### src/rtl/reset_sequencer_pkg.sv
// Shared types and constants for the reset sequencer and its button front end.
package reset_sequencer_pkg;

  typedef enum logic [1:0] {
    ST_HOLD    = 2'd0,
    ST_RELEASE = 2'd1,
    ST_DONE    = 2'd2
  } seq_state_e;

  localparam logic [7:0] TRIG_COUNT_MAX = 8'hFF;

  // Channel index width: enough for up to 16 channels plus one past the last.
  localparam int IDX_W = 5;

  // Saturating increment for the trigger counter.
  function automatic logic [7:0] sat_inc(input logic [7:0] value);
    return (value == TRIG_COUNT_MAX) ? value : value + 8'd1;
  endfunction

endpackage

### src/rtl/reset_sequencer_if.sv
// Trigger inputs and sequenced reset outputs of the reset sequencer.
// The slave side is the sequencer itself; the master side is the board/command logic.
interface reset_sequencer_if #(
  parameter int CHANNELS = 4
);
  logic                btn_n;
  logic                soft_rst_req;
  logic [CHANNELS-1:0] rst_out;
  logic                seq_busy;
  logic                seq_done;
  logic [7:0]          trig_count;

  modport master (
    output btn_n, soft_rst_req,
    input  rst_out, seq_busy, seq_done, trig_count
  );

  modport slave (
    input  btn_n, soft_rst_req,
    output rst_out, seq_busy, seq_done, trig_count
  );
endinterface

### src/rtl/button_debouncer.sv
// Board button front end: two-flop synchroniser, stability-count debounce, and a
// one-cycle pulse on each debounced high-to-low transition (a press).
module button_debouncer #(
  parameter int DEBOUNCE_CYCLES = 16,
  parameter int CNT_WIDTH       = 16
) (
  input  logic clk,
  input  logic rst,
  input  logic din_async,
  output logic level,
  output logic fall_pulse
);

  localparam logic [CNT_WIDTH-1:0] STABLE_LAST = CNT_WIDTH'(DEBOUNCE_CYCLES - 1);

  // Power-up values match the reset values so the button reads as released from the start.
  logic                 sync1_q = 1'b1;
  logic                 sync1_d;
  logic                 sync2_q = 1'b1;
  logic                 sync2_d;
  logic                 level_q = 1'b1;
  logic                 level_d;
  logic                 fall_q  = 1'b0;
  logic                 fall_d;
  logic [CNT_WIDTH-1:0] cnt_q   = '0;
  logic [CNT_WIDTH-1:0] cnt_d;

  // Count consecutive samples that disagree with the debounced level; accept the new level
  // once it has been seen DEBOUNCE_CYCLES times in a row, any agreeing sample restarts the count.
  always_comb begin
    sync1_d = din_async;
    sync2_d = sync1_q;
    level_d = level_q;
    fall_d  = 1'b0;
    cnt_d   = '0;
    if (sync2_q != level_q) begin
      if (cnt_q == STABLE_LAST) begin
        level_d = sync2_q;
        fall_d  = ~sync2_q;
      end else begin
        cnt_d = cnt_q + CNT_WIDTH'(1);
      end
    end
  end

  // Synchroniser and debounce state; reset returns to the released (high) level.
  always_ff @(posedge clk) begin
    if (rst) begin
      sync1_q <= 1'b1;
      sync2_q <= 1'b1;
      level_q <= 1'b1;
      fall_q  <= 1'b0;
      cnt_q   <= '0;
    end else begin
      sync1_q <= sync1_d;
      sync2_q <= sync2_d;
      level_q <= level_d;
      fall_q  <= fall_d;
      cnt_q   <= cnt_d;
    end
  end

  assign level      = level_q;
  assign fall_pulse = fall_q;

endmodule

### src/rtl/reset_sequencer.sv
// Power-on / triggered reset sequencer: holds all channel resets, then releases them in
// ascending order one stage delay apart. Restarts on soft request or debounced button press.
module reset_sequencer
  import reset_sequencer_pkg::*;
#(
  parameter int CHANNELS           = 4,
  parameter int STAGE_DELAY_CYCLES = 20,
  parameter int DEBOUNCE_CYCLES    = 16,
  parameter int CNT_WIDTH          = 16
) (
  input logic              clk,
  input logic              rst,
  reset_sequencer_if.slave bus
);

  localparam logic [CNT_WIDTH-1:0] STAGE_LAST = CNT_WIDTH'(STAGE_DELAY_CYCLES - 1);
  localparam logic [IDX_W-1:0]     IDX_LAST   = IDX_W'(CHANNELS - 1);

  // Initial values give a complete sequence after configuration without any rst pulse.
  seq_state_e           state_q      = ST_HOLD;
  seq_state_e           state_d;
  logic [CNT_WIDTH-1:0] cnt_q        = '0;
  logic [CNT_WIDTH-1:0] cnt_d;
  logic [IDX_W-1:0]     idx_q        = '0;
  logic [IDX_W-1:0]     idx_d;
  logic [CHANNELS-1:0]  rst_out_q    = '1;
  logic [CHANNELS-1:0]  rst_out_d;
  logic                 seq_done_q   = 1'b0;
  logic                 seq_done_d;
  logic [7:0]           trig_count_q = '0;
  logic [7:0]           trig_count_d;

  logic btn_level;
  logic btn_fall;
  logic btn_press;
  logic trigger;

  button_debouncer #(
    .DEBOUNCE_CYCLES(DEBOUNCE_CYCLES),
    .CNT_WIDTH      (CNT_WIDTH)
  ) u_btn (
    .clk       (clk),
    .rst       (rst),
    .din_async (bus.btn_n),
    .level     (btn_level),
    .fall_pulse(btn_fall)
  );

  // A press pulse always coincides with the new low level; qualifying on it keeps the trigger
  // tied to the debounced state. Soft request and press in the same cycle merge into one trigger.
  assign btn_press = btn_fall & ~btn_level;
  assign trigger   = bus.soft_rst_req | btn_press;

  // State register; rst reloads the power-up values and overrides any trigger.
  always_ff @(posedge clk) begin
    if (rst) begin
      state_q      <= ST_HOLD;
      cnt_q        <= '0;
      idx_q        <= '0;
      rst_out_q    <= '1;
      seq_done_q   <= 1'b0;
      trig_count_q <= '0;
    end else begin
      state_q      <= state_d;
      cnt_q        <= cnt_d;
      idx_q        <= idx_d;
      rst_out_q    <= rst_out_d;
      seq_done_q   <= seq_done_d;
      trig_count_q <= trig_count_d;
    end
  end

  // Next state: a trigger restarts from scratch; otherwise count out each stage and release
  // channel idx at the end of it (HOLD releases channel 0, RELEASE the rest).
  always_comb begin
    state_d      = state_q;
    cnt_d        = cnt_q;
    idx_d        = idx_q;
    rst_out_d    = rst_out_q;
    seq_done_d   = seq_done_q;
    trig_count_d = trig_count_q;
    if (trigger) begin
      state_d      = ST_HOLD;
      cnt_d        = '0;
      idx_d        = '0;
      rst_out_d    = '1;
      seq_done_d   = 1'b0;
      trig_count_d = sat_inc(trig_count_q);
    end else begin
      unique case (state_q)
        ST_HOLD, ST_RELEASE: begin
          if (cnt_q == STAGE_LAST) begin
            rst_out_d = rst_out_q & ~(CHANNELS'(1) << idx_q);
            cnt_d     = '0;
            idx_d     = idx_q + IDX_W'(1);
            if (idx_q == IDX_LAST) begin
              state_d    = ST_DONE;
              seq_done_d = 1'b1;
            end else begin
              state_d = ST_RELEASE;
            end
          end else begin
            cnt_d = cnt_q + CNT_WIDTH'(1);
          end
        end
        ST_DONE: begin
          state_d = ST_DONE;
        end
        default: begin
          state_d = ST_HOLD;
        end
      endcase
    end
  end

  // Outputs come straight from registers so no reset line can glitch.
  always_comb begin
    bus.rst_out    = rst_out_q;
    bus.seq_busy   = |rst_out_q;
    bus.seq_done   = seq_done_q;
    bus.trig_count = trig_count_q;
  end

endmodule

### src/flat_wrapper.sv
// flat-port wrapper written by rule: the top's interface ports become plain ports
module reset_sequencer_flat import reset_sequencer_pkg::*;
#(
  parameter int CHANNELS           = 4,
  parameter int STAGE_DELAY_CYCLES = 20,
  parameter int DEBOUNCE_CYCLES    = 16,
  parameter int CNT_WIDTH          = 16
)
  (clk, rst, bus_btn_n, bus_soft_rst_req, bus_rst_out, bus_seq_busy, bus_seq_done, bus_trig_count);
  reset_sequencer_if #(.CHANNELS(CHANNELS)) bus_i ();
  input logic clk;
  input logic rst;
  input wire logic [$bits(bus_i.btn_n)-1:0] bus_btn_n;
  input wire logic [$bits(bus_i.soft_rst_req)-1:0] bus_soft_rst_req;
  output wire logic [$bits(bus_i.rst_out)-1:0] bus_rst_out;
  output wire logic [$bits(bus_i.seq_busy)-1:0] bus_seq_busy;
  output wire logic [$bits(bus_i.seq_done)-1:0] bus_seq_done;
  output wire logic [$bits(bus_i.trig_count)-1:0] bus_trig_count;
  assign bus_i.btn_n = bus_btn_n;
  assign bus_i.soft_rst_req = bus_soft_rst_req;
  assign bus_rst_out = bus_i.rst_out;
  assign bus_seq_busy = bus_i.seq_busy;
  assign bus_seq_done = bus_i.seq_done;
  assign bus_trig_count = bus_i.trig_count;
  reset_sequencer #(.CHANNELS(CHANNELS), .STAGE_DELAY_CYCLES(STAGE_DELAY_CYCLES), .DEBOUNCE_CYCLES(DEBOUNCE_CYCLES), .CNT_WIDTH(CNT_WIDTH)) u_core (.clk(clk), .rst(rst), .bus(bus_i));
endmodule
### config.mk
export PLATFORM = sky130hd
export DESIGN_NAME = reset_sequencer_flat
export DESIGN_NICKNAME = d
export VERILOG_FILES = /design/src/rtl/reset_sequencer_pkg.sv /design/src/rtl/reset_sequencer_if.sv /design/src/rtl/button_debouncer.sv /design/src/rtl/reset_sequencer.sv /design/src/flat_wrapper.sv
export SDC_FILE = /design/constraint.sdc
export NUM_CORES = 1
export LEC_CHECK = 0
export CORE_MARGIN = 2
export CORE_UTILIZATION = 50
export CTS_BUF_LIST = sky130_fd_sc_hd__clkbuf_16
export DETAILED_ROUTE_END_ITERATION = 7
export PLACE_DENSITY = 0.7
export REMOVE_ABC_BUFFERS = 1
export SLEW_MARGIN = 20
export SYNTH_ARGS = -nofsm -noshare
export SYNTH_HDL_FRONTEND = slang
export SYNTH_SLANG_ARGS = --single-unit
export TNS_END_PERCENT = 10
### constraint.sdc
create_clock -name clk -period 3 [get_ports clk]
set_input_delay 0.6 -clock clk [delete_from_list [all_inputs] [get_ports clk]]
set_output_delay 0.6 -clock clk [all_outputs]
set_load 0.02 [all_outputs]
**Word level (Yosys, flattened, before mapping)**

Cells that the tools add are included.
Widths: inputs -> output; s select.

- Output and inout port bits: 14
- Input port bits: 4
- Register bits: 56

- Add/subtract/negate cells: 4
- Reductions and logical operators: 10
- Muxes and demuxes: 4
- Eq/ne operators: 8
- Shifts and indexed selects: 1
- Bitwise logic cells: 9

Operators with widths:

| kind | count |
|---|---|
| $add 16x1->16 const B | 2 |
| $eq 16x4->1 const B | 1 |
| $eq 16x5->1 const B | 1 |
| $mux 16 | 1 |
| $add 8x1->8 const B | 1 |
| $eq 8x8->1 const B | 1 |
| $reduce_and 2->1 | 3 |
| $reduce_or 3->1 | 2 |
| $add 5x1->5 const B | 1 |
| $eq 5x2->1 const B | 1 |
| $not 1->1 | 5 |
| $shl 1x5->4 const A | 1 |
| $and 4x4->4 | 1 |
| $mux 2 | 2 |
| $not 4->4 | 1 |
| $pmux 2 s2 | 1 |
| $reduce_or 2->1 | 2 |
| $reduce_or 4->1 | 1 |
| $reduce_and 3->1 | 1 |
| $eq 2x1->1 const B | 1 |
| $eq 2x2->1 const B | 1 |
| $logic_not 2->1 | 1 |
| $ne 2x1->1 const B | 1 |
| $and 1x1->1 | 1 |
| 2 further kinds | 2 |

**Logic depth before layout (Yosys ltp)**

Gate-level depths: netlist of the first run.

- Depth in word-level cells: 4
- Gate-level depth with buffers: 6
- Gate-level depth less buffers: 5

**Hierarchy**

A second synthesis of the first run with hierarchy kept.

- Cells, all modules: 280
- Area, all modules: 2509.9 um^2

Modules (own cells, without submodules):

| module | seq. area each (um^2) | times used | area each (um^2) | cells each |
|---|---|---|---|---|
| reset_sequencer | 720.7 | 1 | 1671.6 | 189 |
| button_debouncer | 400.4 | 1 | 838.3 | 91 |

**Least setup slack after synthesis of the first run**

Ideal clock, no wire load.

- Kind: register -> register
- Start: register u_core.trig_count_q[0], in the netlist u_core.bus.trig_count[0]
- End: register u_core.trig_count_q[1], in the netlist u_core.bus.trig_count[1]
- Required time: 2.872 ns
- Setup time: 0.128 ns
- Clock period less this slack: 1.620 ns
- Slack: 1.380 ns
- Stages on the path, launching flop included: 6
- Data arrival time: 1.492 ns
- Cell sequence: dfxtp_1 > ha_1 > inv_1 > o32ai_1 > mux2i_1 > nor2_1

- Cells in the longest elaborated chain, start to end: 3
- Elaborated cells on any way between the ends: 4
- Classes of those cells: add/sub (1); eq/ne (1); bitwise (1); reduce/logical (1)

RTL lines:

| element | line | text |
|---|---|---|
| from (decl) | reset_sequencer.sv:30 | `logic [7:0] trig_count_q = '0;` |
| from (signal assigned) | reset_sequencer.sv:69 | `trig_count_q <= trig_count_d;` |
| parallel branches: the longest is 3 deep, another holds $add 8x1->8 | -- |  |

Several ways; the timed one is not identified.
A chain may end at the register's enable or synchronous reset.

**Final worst setup path of the first run**

- Start: register u_core.rst_out_q[3], in the netlist u_core.bus.rst_out[3]
- End: output bus_seq_busy

- Cells in the longest elaborated chain, start to end: 1

RTL lines:

| element | line | text |
|---|---|---|
| from (decl) | reset_sequencer.sv:26 | `logic [CHANNELS-1:0] rst_out_q = '1;` |
| from (signal assigned) | reset_sequencer.sv:67 | `rst_out_q <= rst_out_d;` |
| $reduce_or 4->1 | reset_sequencer.sv:119 | `bus.seq_busy = \|rst_out_q;` |
| to (decl) | flat_wrapper.sv:16 | `output wire logic [$bits(bus_i.seq_busy)-1:0] bus_seq_busy;` |

No other way between the ends.

==> results of run 1 <==
[stage by stage]
stage / instances / cell area [um2] / hold slack, ns
floorplan: 271 / 2480 / 0.389
global placement: 356 / 2740 / 0.392
detailed placement: 356 / 2740 / 0.398
CTS: 364 / 2910 / 0.415
global route: 364 / 2910 / 0.427
finish: 364 / 2910 / 0.411
[registers in the layout (all words and copies together), names as in the netlist]
name	count
u_core.bus.trig_count	8
u_core.cnt_q	16
u_core.u_btn.cnt_q	16
u_core.u_btn.sync1_q	1
u_core.bus.seq_done	1
u_core.bus.rst_out	4
u_core.idx_q	5
u_core.u_btn.level	1
u_core.u_btn.fall_pulse	1
u_core.state_q	2
u_core.u_btn.sync2_q	1
[routing by layer]
metal | vias up | wire (um) | track usage [%]
met5 | - | 0 | 0
met1 | 912 | 2240 | 22.0
li1 | 1014 | - | -
met2 | 19 | 2010 | 29.2
met3 | 5 | 109 | 4.42
met4 | 0 | 49 | 4.56
[where the power goes]
part | switching [W] | total (W) | internal, W
registers | 0.00000617 | 0.000755 | 0.000749
clock network | 0.000265 | 0.000662 | 0.000397
logic | 0.0000234 | 0.0000408 | 0.0000174
total | 0.000295 | 0.00146 | 0.00116
[placed cells by master (no fill, tap or decap), types with 8 or more instances in the layout]
cell type,n
nor3_1,11
nand2_1,14
nand4_1,8
dfxtp_1,56
nand3_1,13
nor4_1,9
inv_1,14
xnor2_1,26
clkdlybuf4s50_1,17
nor2_1,48
[cells by family after synthesis]
kind of cell,synth area share [%]
flops,44.5
xor+xnor,10.8
simple gates,28.4
mux,2.04
compound gates,8.49
buf+inv,3.82
fa+ha+maj,1.99
[layout make-up]
type,count,area [um2]
clock buffers,5,125
fillers,410,1880
inverters,14,52.6
well taps,67,83.8
clock inverters,3,47.5
multi-input cells,201,1300
repair buffers,18,178
flip-flops and latches,56,1120
[worst max-delay path by stage]
stage | startpoint | end | slack (ns) | cells past startpoint
2_1_floorplan | u_core.cnt_q[0] | u_core.idx_q[3] | 1.35 | 5
3_3_place_gp | rst | u_core.cnt_q[6] | 0.77 | 4
3_5_place_dp | rst | u_core.cnt_q[15] | 0.69 | 4
4_1_cts | u_core.bus.rst_out[3] | bus_seq_busy | 0.71 | 2
5_1_grt | u_core.bus.rst_out[3] | bus_seq_busy | 0.68 | 2
6_report | u_core.bus.rst_out[3] | bus_seq_busy | 0.71 | 2
[worst register-to-register path, delay by kind of cell (launching register included)]
family                   cells  cell delay [ns]
AND/OR/NAND/NOR              4             1.29
adder cells (fa/ha/maj)      1             0.22
flip-flops                   1             0.39
==> reports/qor.csv, run 1 <==
stage,metric,value,unit
status,outcome,"complete, no violations",
timing,max_slew headroom,66.9,%
final_layout,Final Core Density,60.8,%
synthesis,"top cells by area, synth","dfxtp_1 44%, xnor2_1 9.0%, nor2_1 7.1%, nand3_1 2.6%, nor4_1 2.2%",
critical_path,Worst Path Buf+Inv,1,
timing,Max Clock Skew,0.00672,ns
timing,final setup margin,0.713,ns
critical_path,"Max FO, Critical Path",3,
worst_hold_path,hold path depth,1,
drt,DR vias,1950,
synthesis,post-synthesis cell area,2520,um2
clock_tree,post-CTS setup buffers,0,
critical_path,Worst R2R Setup Slack,0.98,ns
synthesis,Mean Syn Cell Area,9.03,um2
floorplanning,core area,4790,um2
synthesis,post-synthesis cell type count,48,
timing,Final TNS setup,0,ns
timing,unrepaired setup endpoints after global routing,false,
critical_path,Worst Setup End Kind,primary output,
global_routing,global route total overflow,0,
global_routing,pin count of the biggest net entering global routing,19,
critical_path,Startpoint Class,flip-flop,
synthesis,Synth Register Bits,56,
global_routing,first-pass GRT wire length,7600,um
pwr,Max IR drop VDD,0.000363,V
global_routing,initial antenna violation count,0,
worst_hold_path,Worst Hold Path EP,u_core.u_btn.sync2_q,
clock_tree,hold_buf cts,0,
clock_tree,CTS resizes,0,
floorplanning,effective utilization at floorplan,52.7,%
synthesis,Post-synth EDFFs,0,
floorplanning,Ports,18,
drt,WL/cell,12.1,um
timing,minimum clock period,2.29,ns
synthesis,Synth top area share,44.5,%
drt,Detail Route Antenna Nets,0,
final_layout,share of cells above drive strength 1,7.74,%
clock_tree,root buf cell,clkbuf_16,
synthesis,Synth Warn #,0,
timing,# setup viols final,0,
critical_path,crit path kind,reg2out,
timing,FMAX,437,MHz
floorplanning,die width,75.0,um
job,max-cap violation count,0,
synthesis,"area leader, netlist",dfxtp_1,
worst_hold_path,hold wc startpoint,u_core.u_btn.sync1_q,
critical_path,largest stage delay on the critical path,0.55,ns
pwr,power per cell area,501,nW/um2
timing,final period utilization,76.2,%
global_routing,total track usage,17.3,%
synthesis,register area share after synthesis,44.5,%
clock_tree,"Reg clk slew, reported paths",0.07,ns
floorplanning,die height,75.0,um
critical_path,CP cell instances,or4_1 > clkdlybuf4s50_1,
critical_path,Top Family by Delay on Critical Path,buffers and inverters,
place,dpl ws,0.693,ns
drt,first-iteration detailed-routing DRC count,76,
critical_path,R2R Path End,u_core.cnt_q[13],
floorplanning,FP Rows,25,
critical_path,"Req. time, crit path",2.40,ns
worst_hold_path,hold crit path type,reg2reg,
critical_path,Worst Path Arrival,1.69,ns
pwr,overall power,0.00146,W
final_layout,# diodes,0,
drt,1st-pass router iterations,4,
place,I/O Buffers,17,
place,final estimated routing congestion in global placement,0.784,
final_layout,Layout Nets,304,
pwr,LEAKAGE,0.939,nW
synthesis,Synth async-reset ratio,0,%
timing,Worst-Margin Slew,0.495,ns
floorplanning,die area,5620,um2
timing,max-slew violations,0,
clock_tree,CTS buffer count,5,
drt,Residual DRC,0,
drt,Vias/cell,5.36,
synthesis,top_reg_cell synth,dfxtp_1,
place,hpwl dp,3080,um
clock_tree,Max Buffers Root-to-Sink,2,
clock_tree,CTS H-tree depth,2,
synthesis,Synth top cells by count,"56 x dfxtp_1, 48 x nor2_1, 26 x xnor2_1, 14 x inv_1, 14 x nand2_1",
synthesis,most numerous cell in the Yosys netlist,dfxtp_1,
final_layout,P&R area growth vs syn,15.5,%
timing,Final Hold Fails,0,
clock_tree,Skew-Pair Late Insertion Delay,0.29,ns
global_routing,vias in the first global route,1767,
critical_path,FF-to-FF Start,u_core.cnt_q[0],
clock_tree,clock tree sinks,56,
clock_tree,CTS tree,built,
drt,Total Wirelength,4420,um
critical_path,slowest CP cell,clkdlybuf4s50_1,
synthesis,Cells after Synth,279,
critical_path,R2R cell count,5,
Power figures use the tool's default switching activity.
==> inputs of run 2 (changes only) <==
==> constraint.sdc (replaced) <==
create_clock -name clk -period 2.2 [get_ports clk]
set_input_delay 0.44 -clock clk [delete_from_list [all_inputs] [get_ports clk]]
set_output_delay 0.44 -clock clk [all_outputs]
set_load 0.02 [all_outputs]
==> run 2 against run 1 <==
Compared with the run above:
- worst setup slack worse by 0.61 ns
- clock skew is 0.0021 ns lower
- via count is 0.36% higher
- critical path type unchanged
- largest cell class unchanged
==> reports/qor.csv, run 2 (synthesized netlist as in run 1, its figures left out) <==
stage,metric,value,unit,change
pwr,combinational power share,3.0,%,+0.2 points
critical_path,R2R Path End,u_core.idx_q[3],,
pwr,sw frac,19.0,%,-1.3 points
floorplanning,die height,75.0,um,unchanged
floorplanning,effective utilization at floorplan,52.7,%,unchanged
critical_path,CP cell instances,or4_1 > clkdlybuf4s50_1,,
global_routing,first-pass GRT wire length,7900,um,+3.9%
critical_path,slowest CP cell,clkdlybuf4s50_1,,
critical_path,largest stage delay on the critical path,0.55,ns,about the same
timing,FMAX,477,MHz,
clock_tree,clock tree sinks,56,,unchanged
floorplanning,Ports,18,,unchanged
drt,Detail Route Antenna Nets,0,,unchanged
drt,DR vias,1957,,+0.36%
drt,WL/cell,12.1,um,+0.14%
global_routing,global route total overflow,0,,unchanged
final_layout,"most common cell after layout, fill and taps aside",dfxtp_1,,
drt,Total Wirelength,4470,um,+1.2%
clock_tree,CTS resizes,0,,unchanged
critical_path,"Req. time, crit path",1.76,ns,-0.64 ns
timing,max-slew violations,0,,unchanged
final_layout,P&R area growth vs syn,16.3,%,
critical_path,crit path kind,reg2out,,
critical_path,Worst Setup End Kind,primary output,,
final_layout,share of cells above drive strength 1,8.64,%,+0.89 points
timing,max_slew headroom,68.7,%,+1.8 points
pwr,power per cell area,664,nW/um2,+33%
critical_path,"Max FO, Critical Path",3,,unchanged
drt,first-iteration detailed-routing DRC count,95,,+25%
critical_path,R2R cell count,5,,unchanged
critical_path,Top Family by Delay on Critical Path,buffers and inverters,,
worst_hold_path,hold wc startpoint,u_core.u_btn.sync1_q,,
pwr,Max IR drop VDD,0.000475,V,+31%
clock_tree,CTS buffer count,5,,unchanged
clock_tree,CTS H-tree depth,2,,unchanged
pwr,Cell Int Power,0.00158,W,+36%
floorplanning,FP Rows,25,,unchanged
final_layout,# diodes,0,,unchanged
status,outcome,"complete, no violations",,
timing,minimum clock period,2.10,ns,
timing,final period utilization,95.4,%,
worst_hold_path,hold crit path type,reg2reg,,
drt,Vias/cell,5.32,,-0.73%
final_layout,fill count,422,,+2.9%
drt,1st-pass router iterations,4,,unchanged
critical_path,Worst Path Arrival,1.66,ns,-0.03 ns
clock_tree,post-CTS setup buffers,0,,unchanged
floorplanning,die area,5620,um2,unchanged
global_routing,pin count of the biggest net entering global routing,17,,-2
global_routing,initial antenna violation count,0,,unchanged
clock_tree,"Reg clk slew, reported paths",0.06,ns,about the same
timing,unrepaired setup endpoints after global routing,false,,
global_routing,vias in the first global route,1835,,+3.8%
clock_tree,Max Buffers Root-to-Sink,2,,unchanged
floorplanning,core area,4790,um2,unchanged
timing,Max Clock Skew,0.00464,ns,-0.00208 ns
floorplanning,die width,75.0,um,unchanged
job,max-cap violation count,0,,unchanged
pwr,clock power share,44.1,%,-1.3 points
pwr,LEAKAGE,0.959,nW,+2.2%
pwr,Sequential Power Share,52.9,%,+1.1 points
timing,Final TNS setup,0,ns,unchanged
worst_hold_path,hold path depth,1,,unchanged
clock_tree,Skew-Pair Late Insertion Delay,0.28,ns,about the same
global_routing,total track usage,18.2,%,+0.85 points
pwr,Psw,0.000369,W,+25%
place,final estimated routing congestion in global placement,0.775,,-1.0%
timing,Final Hold Fails,0,,unchanged
timing,Worst-Margin Slew,0.469,ns,-0.0262 ns
clock_tree,hold_buf cts,0,,unchanged
clock_tree,root buf cell,clkbuf_16,,
drt,Residual DRC,0,,unchanged
clock_tree,CTS tree,built,,
timing,final setup margin,0.102,ns,-0.611 ns
final_layout,Layout Nets,308,,+1.3%
place,hpwl dp,3150,um,+2.2%
place,dpl ws,0.322,ns,-0.371 ns
worst_hold_path,Worst Hold Path EP,u_core.u_btn.sync2_q,,
critical_path,Worst R2R Setup Slack,0.32,ns,-0.66 ns
critical_path,FF-to-FF Start,u_core.cnt_q[0],,
critical_path,Startpoint Class,flip-flop,,
critical_path,Worst Path Buf+Inv,1,,unchanged
timing,# setup viols final,0,,unchanged
place,I/O Buffers,17,,unchanged
final_layout,"commonest cells after routing, fill and taps aside","56 x dfxtp_1, 48 x nor2_1, 26 x xnor2_1",,
==> run 2: per-layer routing <==
metal / part of all wire, % / vias to the layer above / track usage [%]
met3: 2.9 / 4 / 4.55
met1: 49 / 901 / 23.3
met5: 0 / - / 0
met2: 47 / 26 / 30.0
li1: - / 1026 / -
met4: 0.72 / 0 / 5.75
==> run 2: worst max-delay path by stage <==
stage	depth (start not counted)	slack, ns	from	to
floorplan	5	0.55	u_core.cnt_q[0]	u_core.idx_q[3]
global placement	4	0.34	bus_soft_rst_req	u_core.bus.trig_count[7]
detailed placement	4	0.32	bus_soft_rst_req	u_core.bus.trig_count[3]
CTS	2	0.09	u_core.bus.rst_out[3]	bus_seq_busy
global route	2	0.04	u_core.bus.rst_out[3]	bus_seq_busy
finish	2	0.10	u_core.bus.rst_out[3]	bus_seq_busy
==> run 2: final cells by class <==
class                   instances  area (um2)  share of cell area, %
inverters                      14        52.6                   1.79
clock inverters                 3        38.8                   1.32
clock buffers                   5         125                   4.27
well taps                      67        83.8                   2.86
flip-flops and latches         56        1120                   38.2
repair buffers                 22         208                   7.08
multi-input cells             201        1300                   44.4
==> run 2: metrics by stage <==
step           total power, W  area [um2]  hold slack [ns]  std cells  util (%)
3_3_place_gp          0.00111        2770            0.393        360      57.8
2_1_floorplan         0.00108        2480            0.389        271         -
6_report              0.00195        2930            0.411        368      61.3
4_1_cts               0.00197        2930            0.414        368      61.3
5_1_grt               0.00202        2930            0.459        368      61.3
3_5_place_dp          0.00111        2770            0.399        360      57.8
==> run 2: power by group through the flow <==
stage / logic (W) / clock network, W / registers (W)
4_1_cts: 0.0000593 / 0.000886 / 0.00103
2_1_floorplan: 0.0000245 / 0 / 0.00106
5_1_grt: 0.0000652 / 0.000922 / 0.00103
3_5_place_dp: 0.0000590 / 0 / 0.00105
6_report: 0.0000585 / 0.000859 / 0.00103
3_3_place_gp: 0.0000587 / 0 / 0.00105
